[config.mk]
export PLATFORM = sky130hd
export DESIGN_NAME = shift_sequencer_flat
export DESIGN_NICKNAME = d
export VERILOG_FILES = /design/src/rtl/shift_sequencer_if.sv /design/src/rtl/shift_sequencer.sv /design/src/flat_wrapper.sv
export SDC_FILE = /design/constraint.sdc
export NUM_CORES = 1
export LEC_CHECK = 0
export CORE_MARGIN = 5
export CORE_UTILIZATION = 39
export DETAILED_ROUTE_END_ITERATION = 8
export PLACE_DENSITY = 0.74
export SLEW_MARGIN = 25
export SYNTH_ARGS = -nofsm -noshare
export SYNTH_HDL_FRONTEND = slang
export SYNTH_SLANG_ARGS = --single-unit
[constraint.sdc]
create_clock -name clk -period 2 [get_ports clk]
set_clock_uncertainty 0.15 [all_clocks]
set_input_delay 0.5 -clock clk [delete_from_list [all_inputs] [get_ports clk]]
set_output_delay 0.5 -clock clk [all_outputs]
set_load 0.05 [all_outputs]
[src/rtl/shift_sequencer_if.sv]
// Start/busy/done handshake between the multi-cycle control unit and shift_sequencer.
// master = control unit, slave = sequencer.
interface shift_sequencer_if #(
   parameter int unsigned AMT_W = 3
);
   logic             start;
   logic [7:0]       data_in;
   logic [2:0]       type_in;
   logic [AMT_W-1:0] amt_in;
   logic             busy;
   logic             done;
   logic             err;
   logic [7:0]       result;

   modport master (
      output start, data_in, type_in, amt_in,
      input  busy, done, err, result
   );

   modport slave (
      input  start, data_in, type_in, amt_in,
      output busy, done, err, result
   );
endinterface

[src/rtl/shift_sequencer.sv]
// Multi-cycle shift/rotate controller iterating a single-bit combinational shifter once per clock.
// Optional carry_out/zero flag outputs are enabled with macro SHSEQ_FLAGS_EN.
module shift_sequencer #(
   parameter int unsigned AMT_W = 3
) (
   input  logic                clk,
   input  logic                rst,
   shift_sequencer_if.slave    ctl,
   output logic [7:0]          sh_data,
   output logic [2:0]          sh_type,
`ifdef SHSEQ_FLAGS_EN
   output logic                carry_out,
   output logic                zero,
`endif
   input  logic [7:0]          sh_result
);

   localparam int unsigned DATA_W = 8;
   localparam int unsigned TYPE_W = 3;
   localparam logic [TYPE_W-1:0] TYPE_MAX = TYPE_W'(4);

   typedef enum logic [1:0] {
      IDLE = 2'd0,
      RUN  = 2'd1,
      DONE = 2'd2
   } state_t;

   state_t              state,     state_nx;
   logic [DATA_W-1:0]   work,      work_nx;
   logic [TYPE_W-1:0]   typ,       typ_nx;
   logic [AMT_W-1:0]    cnt,       cnt_nx;
   logic [DATA_W-1:0]   result_q,  result_nx;
   logic                err_flag,  err_flag_nx;
   logic                busy_q,    busy_nx;
   logic                done_q,    done_nx;
   logic                err_q,     err_nx;
`ifdef SHSEQ_FLAGS_EN
   logic                carry_q,   carry_nx;
   logic                zero_q,    zero_nx;
   logic                bit_out;
`endif

   // State and datapath registers
   always_ff @(posedge clk or posedge rst) begin
      if (rst) begin
         state    <= IDLE;
         work     <= '0;
         typ      <= '0;
         cnt      <= '0;
         result_q <= '0;
         err_flag <= 1'b0;
         busy_q   <= 1'b0;
         done_q   <= 1'b0;
         err_q    <= 1'b0;
`ifdef SHSEQ_FLAGS_EN
         carry_q  <= 1'b0;
         zero_q   <= 1'b0;
`endif
      end else begin
         state    <= state_nx;
         work     <= work_nx;
         typ      <= typ_nx;
         cnt      <= cnt_nx;
         result_q <= result_nx;
         err_flag <= err_flag_nx;
         busy_q   <= busy_nx;
         done_q   <= done_nx;
         err_q    <= err_nx;
`ifdef SHSEQ_FLAGS_EN
         carry_q  <= carry_nx;
         zero_q   <= zero_nx;
`endif
      end
   end

   // Next-state and datapath update; handshake outputs are registered from the next state
   always_comb begin
      state_nx    = state;
      work_nx     = work;
      typ_nx      = typ;
      cnt_nx      = cnt;
      result_nx   = result_q;
      err_flag_nx = err_flag;
`ifdef SHSEQ_FLAGS_EN
      carry_nx    = carry_q;
      zero_nx     = zero_q;
      // Bit that leaves the register on this step: MSB for left ops, LSB for right ops
      bit_out     = (typ == TYPE_W'(0) || typ == TYPE_W'(2)) ? work[DATA_W-1] : work[0];
`endif

      unique case (state)
         IDLE: begin
            if (ctl.start) begin
               work_nx = ctl.data_in;
               typ_nx  = ctl.type_in;
               cnt_nx  = ctl.amt_in;
               if (ctl.type_in > TYPE_MAX) begin
                  state_nx    = DONE;
                  result_nx   = ctl.data_in;
                  err_flag_nx = 1'b1;
               end else if (ctl.amt_in == '0) begin
                  state_nx    = DONE;
                  result_nx   = ctl.data_in;
                  err_flag_nx = 1'b0;
               end else begin
                  state_nx    = RUN;
                  err_flag_nx = 1'b0;
               end
`ifdef SHSEQ_FLAGS_EN
               if (state_nx == DONE) begin
                  carry_nx = 1'b0;
                  zero_nx  = (ctl.data_in == '0);
               end
`endif
            end
         end
         RUN: begin
            work_nx = sh_result;
            cnt_nx  = cnt - AMT_W'(1);
            if (cnt == AMT_W'(1)) begin
               state_nx  = DONE;
               result_nx = sh_result;
`ifdef SHSEQ_FLAGS_EN
               carry_nx  = bit_out;
               zero_nx   = (sh_result == '0);
`endif
            end
         end
         DONE: begin
            state_nx = IDLE;
         end
         default: begin
            state_nx = IDLE;
         end
      endcase

      busy_nx = (state_nx != IDLE);
      done_nx = (state_nx == DONE);
      err_nx  = (state_nx == DONE) && err_flag_nx;
   end

   assign sh_data    = work;
   assign sh_type    = typ;
   assign ctl.busy   = busy_q;
   assign ctl.done   = done_q;
   assign ctl.err    = err_q;
   assign ctl.result = result_q;
`ifdef SHSEQ_FLAGS_EN
   assign carry_out  = carry_q;
   assign zero       = zero_q;
`endif

endmodule

[src/flat_wrapper.sv]
// flat-port wrapper written by rule: the top's interface ports become plain ports
module shift_sequencer_flat 
#(
   parameter int unsigned AMT_W = 3
)
  (clk, rst, sh_data, sh_type, sh_result, ctl_start, ctl_data_in, ctl_type_in, ctl_amt_in, ctl_busy, ctl_done, ctl_err, ctl_result);
  shift_sequencer_if #(.AMT_W(AMT_W)) ctl_i ();
  input  logic clk;
  input  logic rst;
  output logic [7:0] sh_data;
  output logic [2:0] sh_type;
  input  logic [7:0] sh_result;
  input wire logic [$bits(ctl_i.start)-1:0] ctl_start;
  input wire logic [$bits(ctl_i.data_in)-1:0] ctl_data_in;
  input wire logic [$bits(ctl_i.type_in)-1:0] ctl_type_in;
  input wire logic [$bits(ctl_i.amt_in)-1:0] ctl_amt_in;
  output wire logic [$bits(ctl_i.busy)-1:0] ctl_busy;
  output wire logic [$bits(ctl_i.done)-1:0] ctl_done;
  output wire logic [$bits(ctl_i.err)-1:0] ctl_err;
  output wire logic [$bits(ctl_i.result)-1:0] ctl_result;
  assign ctl_i.start = ctl_start;
  assign ctl_i.data_in = ctl_data_in;
  assign ctl_i.type_in = ctl_type_in;
  assign ctl_i.amt_in = ctl_amt_in;
  assign ctl_busy = ctl_i.busy;
  assign ctl_done = ctl_i.done;
  assign ctl_err = ctl_i.err;
  assign ctl_result = ctl_i.result;
  shift_sequencer #(.AMT_W(AMT_W)) u_core (.clk(clk), .rst(rst), .ctl(ctl_i), .sh_data(sh_data), .sh_type(sh_type), .sh_result(sh_result));
endmodule
# [Word-level counts from Yosys, hierarchy flattened]
# Cells that the tools add are included.
[classes] n_addsub=1 order_cmp=1 n_eq_ne=6 n_mux=17 reduce_logical=8
[ops] operator="8-bit two-way mux" count=5
[ops] operator="8-bit one-hot mux with 2 select lines" count=2
[ops] operator="2-bit two-way mux" count=4
[ops] operator="3-bit one-hot mux with 2 select lines" count=1
[ops] operator="2-bit one-hot mux with 2 select lines" count=1
[ops] operator="2-bit AND reduction" count=2
[ops] operator="4-bit AND reduction" count=1
[ops] operator="2-bit nonzero test" count=2
[ops] operator="3-bit by 1-bit equality test with 1-bit output (second input constant)" count=1
[ops] operator="3-bit > comparator (second input constant)" count=1
[ops] operator="3-bit logical NOT" count=1
[ops] operator="1-bit two-way mux" count=3
[ops] operator="3-bit two-way mux" count=1
[ops] operator="3-bit by 1-bit inequality test with 1-bit output (second input constant)" count=1
[ops] operator="3-bit by 1-bit subtractor with 3-bit output (second input constant)" count=1
[ops] operator="2-bit by 1-bit equality test with 1-bit output (second input constant)" count=1
[ops] operator="2-bit equality test (second input constant)" count=1
[ops] operator="2-bit logical NOT" count=1
[ops] operator="2-bit by 1-bit inequality test with 1-bit output (second input constant)" count=1
[ops] operator="2-bit inequality test (second input constant)" count=1
[ops] operator="1-bit logical AND" count=1
[word_totals] register_bits=28 inputBits=25 out_inout_bits=22 word_cells=42

# [Depth between registers and ports, before layout]
[depth] depth_word=7 depth_mapped=5 depth_no_buf=5

# [Worst setup path after synthesis]
# Ideal clock, no wire load.
[synth_path] path_kind="input port to flip-flop" start="input port ctl_amt_in[1]" end="register u_core.result_q[0] (netlist: u_core.ctl.result[0])" setup_ns=0.125 arrival_time_ns=1.798 required_ns=1.725 setup_slack_ns=-0.073 cell_stages=3 path_buffers=0 path_cell_list="or3_2 a32oi_4 mux2_4"
[synth_between] elab_chain_cells=3
[synth_rtl] element="start: declaration" line="flat_wrapper.sv:16" rtl="input wire logic [$bits(ctl_i.amt_in)-1:0] ctl_amt_in;"
[synth_rtl] element="3-bit logical NOT" line="shift_sequencer.sv:101" rtl="end else if (ctl.amt_in == '0) begin"
[synth_rtl] element="3-bit by 1-bit inequality test with 1-bit output (no line)"
[synth_rtl] element="4-bit AND reduction (no line)"
[synth_rtl] element="end signal: assignment" line="shift_sequencer.sv:64" rtl="result_q <= result_nx;"
[synth_rtl] element="end: declaration" line="shift_sequencer.sv:32" rtl="logic [DATA_W-1:0] result_q, result_nx;"
# Every way passes these cells.
# A chain may end at the register's enable or synchronous reset.

# [Final worst setup path]
[layout_path] start="input port ctl_amt_in[1]" end="register u_core.result_q[4] (netlist: u_core.ctl.result[4])"
# The elaborated chain is that of the path after synthesis.

==> results.cfg <==
[worst_setup_path]
rrSetupSlack_ns = 0.17
path_class = in2reg
path_max_fanout = 8
critPathCapture = u_core.ctl.result[4]
slowest_stage = clkdlybuf4s50_1
required_ns = 2.10
r2r_cells = 7
max_stage_delay_ns = 0.42
crit_arrival_ns = 2.01
r2r_end = u_core.ctl.result[4]
crit-reg2reg-launch = u_core.cnt[1]
cp-start-kind = input pin
path_cells = clkdlybuf4s50_1 > or3_4 > a32oi_4 > buf_12 > buf_4 > mux2i_1
crit_path_start = ctl_amt_in[1]
endpoint_kind = register

[global_route]
grt_max_degree = 29
overflow = 0
gr-usage-all-layers_pct = 13.0
grt_first_pass_wirelength_um = 4570
antenna_found_initial = 0
grt_pass1_vias = 1027

[synthesis]
ys.flop_type = dfrtp_1
synthArstFlopShare_pct = 100
avgSynthCellArea_um2 = 12.9
syn_area_um2 = 1290
yosys-top-cells-count = dfrtp_1, mux2_2, inv_1, o21ai_0
synth.most_common_cell = dfrtp_1
synth_cells = 100
yosysUniqueCellTypes = 27
synthTopCellsByArea = dfrtp_1, mux2_2, mux2_4
synth_edf_count = 0
ys_ff_latch = 28
syn_nets = 127
yosys.area.top_type_share_pct = 54.2
yosys.area.top_type = dfrtp_1
synth_warnings = 0
seq_area_frac_synth_pct = 54.2

[clock_tree]
cts-root-buf = clkbuf_4
clkLatencyLatePin_ns = 0.32
cts_buffers = 3
htree_levels = 1
cts.path.max_buffers = 2
cts.sinks = 28
cts_hold_buffers = 0
tritoncts = done
clk_pin_slew_worst_paths_ns = 0.15

[power_and_ir_drop]
powerDensity_nw_per_um2 = 1840
p_leak_nw = 0.894
power_mw = 3.53
ir_worst_vdd_uv = 988

[sta]
max_slew_margin_pct = 77.0
fin_crit_ns = 1.91
tightest_slew_ns = 0.345
hold_viol = 0
rsz0062_at_grt = no
slew_viol_final = 0
timing.final.crit_share_pct = 95.5
max_freq_mhz = 524
finalSetupViolCount = 0

[cells_and_area]
fin_area_um2 = 1910
diodes = 0
final_nets = 190
utilization_pct = 58.3
drive_above_1_share_pct = 38.9
multiInputGateArea_um2 = 527
register_area_um2 = 701
area_delta_synth_final_pct = 48.1
fillCellCount = 270
instances_no_fill = 208

[worst_hold_path]
hold_path.class = reg2reg
hold_depth = 2

[detailed_routing]
ant_nets = 0
avgRoutedWirePerCell_um = 13.7
finalWirelength_um = 2850
drc = 0
via_per_inst = 4.67
drtIter0Drc = 51
dr.pass1.iters = 4
vias = 972

[place]
dpl.cell_count = 203
io_buffers = 46
gp_congestion = 0.721
dpl_cell_area_um2 = 1850
dp_hpwl_um = 2260

[floorplan]
num_rows = 21
ios = 47
initial_utilization_pct = 39.4
die_h_um = 67.6
dieArea_um2 = 4570
die_width_um = 67.6
coreArea_um2 = 3280

[job]
maxCapViolCount = 0

[status]
status = finished clean
stage by stage:
stage / hold WS, ns / TNS (ns) / worst slack [ns]
3_5_place_dp: 0.315 / -4.07 / -0.346
4_1_cts: 0.352 / 0 / 0.0240
5_1_grt: 0.371 / 0 / 0.0252
6_report: 0.356 / 0 / 0.0900
3_3_place_gp: 0.297 / -3.85 / -0.344
2_1_floorplan: 0.285 / 0 / 0.0289
repair_timing:
item	CTS	global route
pin swaps	1	2
setup endpoints to repair	5	2
resized for setup	1	2
setup buffers	0	1
per-layer routing:
| metal | up-vias | share of wire [%] | wire [um] | GRT usage, % |
|---|---|---|---|---|
| met5 | - | 0 | 0 | 0 |
| met4 | 0 | 0.35 | 10 | 3.04 |
| met3 | 2 | 5.3 | 152 | 2.50 |
| met2 | 26 | 49 | 1410 | 23.0 |
| met1 | 471 | 45 | 1280 | 16.1 |
| li1 | 473 | - | - | - |
area by class of cell:
cell class                      count  share of cell area (%)
Clock buffer                        3                    1.18
Clock inverter                      1                    1.57
Sequential cell                    28                    36.6
Tap cell                           46                    3.01
Timing Repair Buffer               61                    28.0
Multi-Input combinational cell     58                    27.5
Inverter                           11                    2.16
where the power goes:
| group | total (mW) | leakage [nW] | internal [mW] | switching, mW |
|---|---|---|---|---|
| sequential | 0.989 | 0.334 | 0.842 | 0.147 |
| clock | 0.368 | 0.0279 | 0.203 | 0.166 |
| combinational | 2.17 | 0.533 | 0.869 | 1.30 |
state kept, by name, summed over array words and instances, names as in the netlist:
name               count
u_core.ctl.result      8
u_core.sh_data         8
u_core.cnt             3
u_core.sh_type         3
u_core.state           2
u_core.ctl.busy        1
u_core.ctl.done        1
u_core.ctl.err         1
u_core.err_flag        1
worst max-delay path, delay by kind of cell:
kind | cells | cell delay [ns]
multiplexers | 1 | 0.19
AND/OR/NAND/NOR | 1 | 0.39
buffers and inverters | 3 | 0.71
AO/OA/AOI/OAI | 1 | 0.21
how the worst min path moves through the flow:
stage	startpoint	to	slack [ns]
after floorplan	u_core.err_flag	u_core.err_flag	0.29
after global placement	u_core.err_flag	u_core.err_flag	0.30
after detailed placement	u_core.err_flag	u_core.err_flag	0.31
after CTS	u_core.err_flag	u_core.err_flag	0.35
after global routing	u_core.err_flag	u_core.err_flag	0.37
final	u_core.err_flag	u_core.err_flag	0.36
cells in the final DEF (no fill, tap or decap):
master,netlist,final
a31oi_1,2,2
a21oi_1,3,3
mux2i_1,6,6
clkdlybuf4s50_1,0,22
a21boi_0,1,1
mux2_4,5,5
nand4bb_1,1,1
o31a_1,1,1
o21bai_1,1,1
o21ai_0,7,7
nor2b_1,2,2
clkbuf_4,0,3
o22ai_1,1,1
or3_4,0,1
nand2_1,6,6
mux2_2,13,13
buf_12,0,1
or2_2,1,1
buf_4,0,36
ha_1,2,2
inv_1,10,10
nor3b_1,1,1
or3b_4,0,1
dlymetal6s2s_1,0,2
dfrtp_1,28,28
bufinv_16,0,1
clkinv_1,1,1
o22a_1,1,1
a32oi_4,1,1
a32oi_1,1,1
logic make-up after synthesis:
logic type	synth area share, %
simple gates	5.91
fa+ha+maj	1.94
flops	54.2
compound gates	10.6
buf+inv	5.52
mux	21.8
Power figures use the tool's default switching activity.
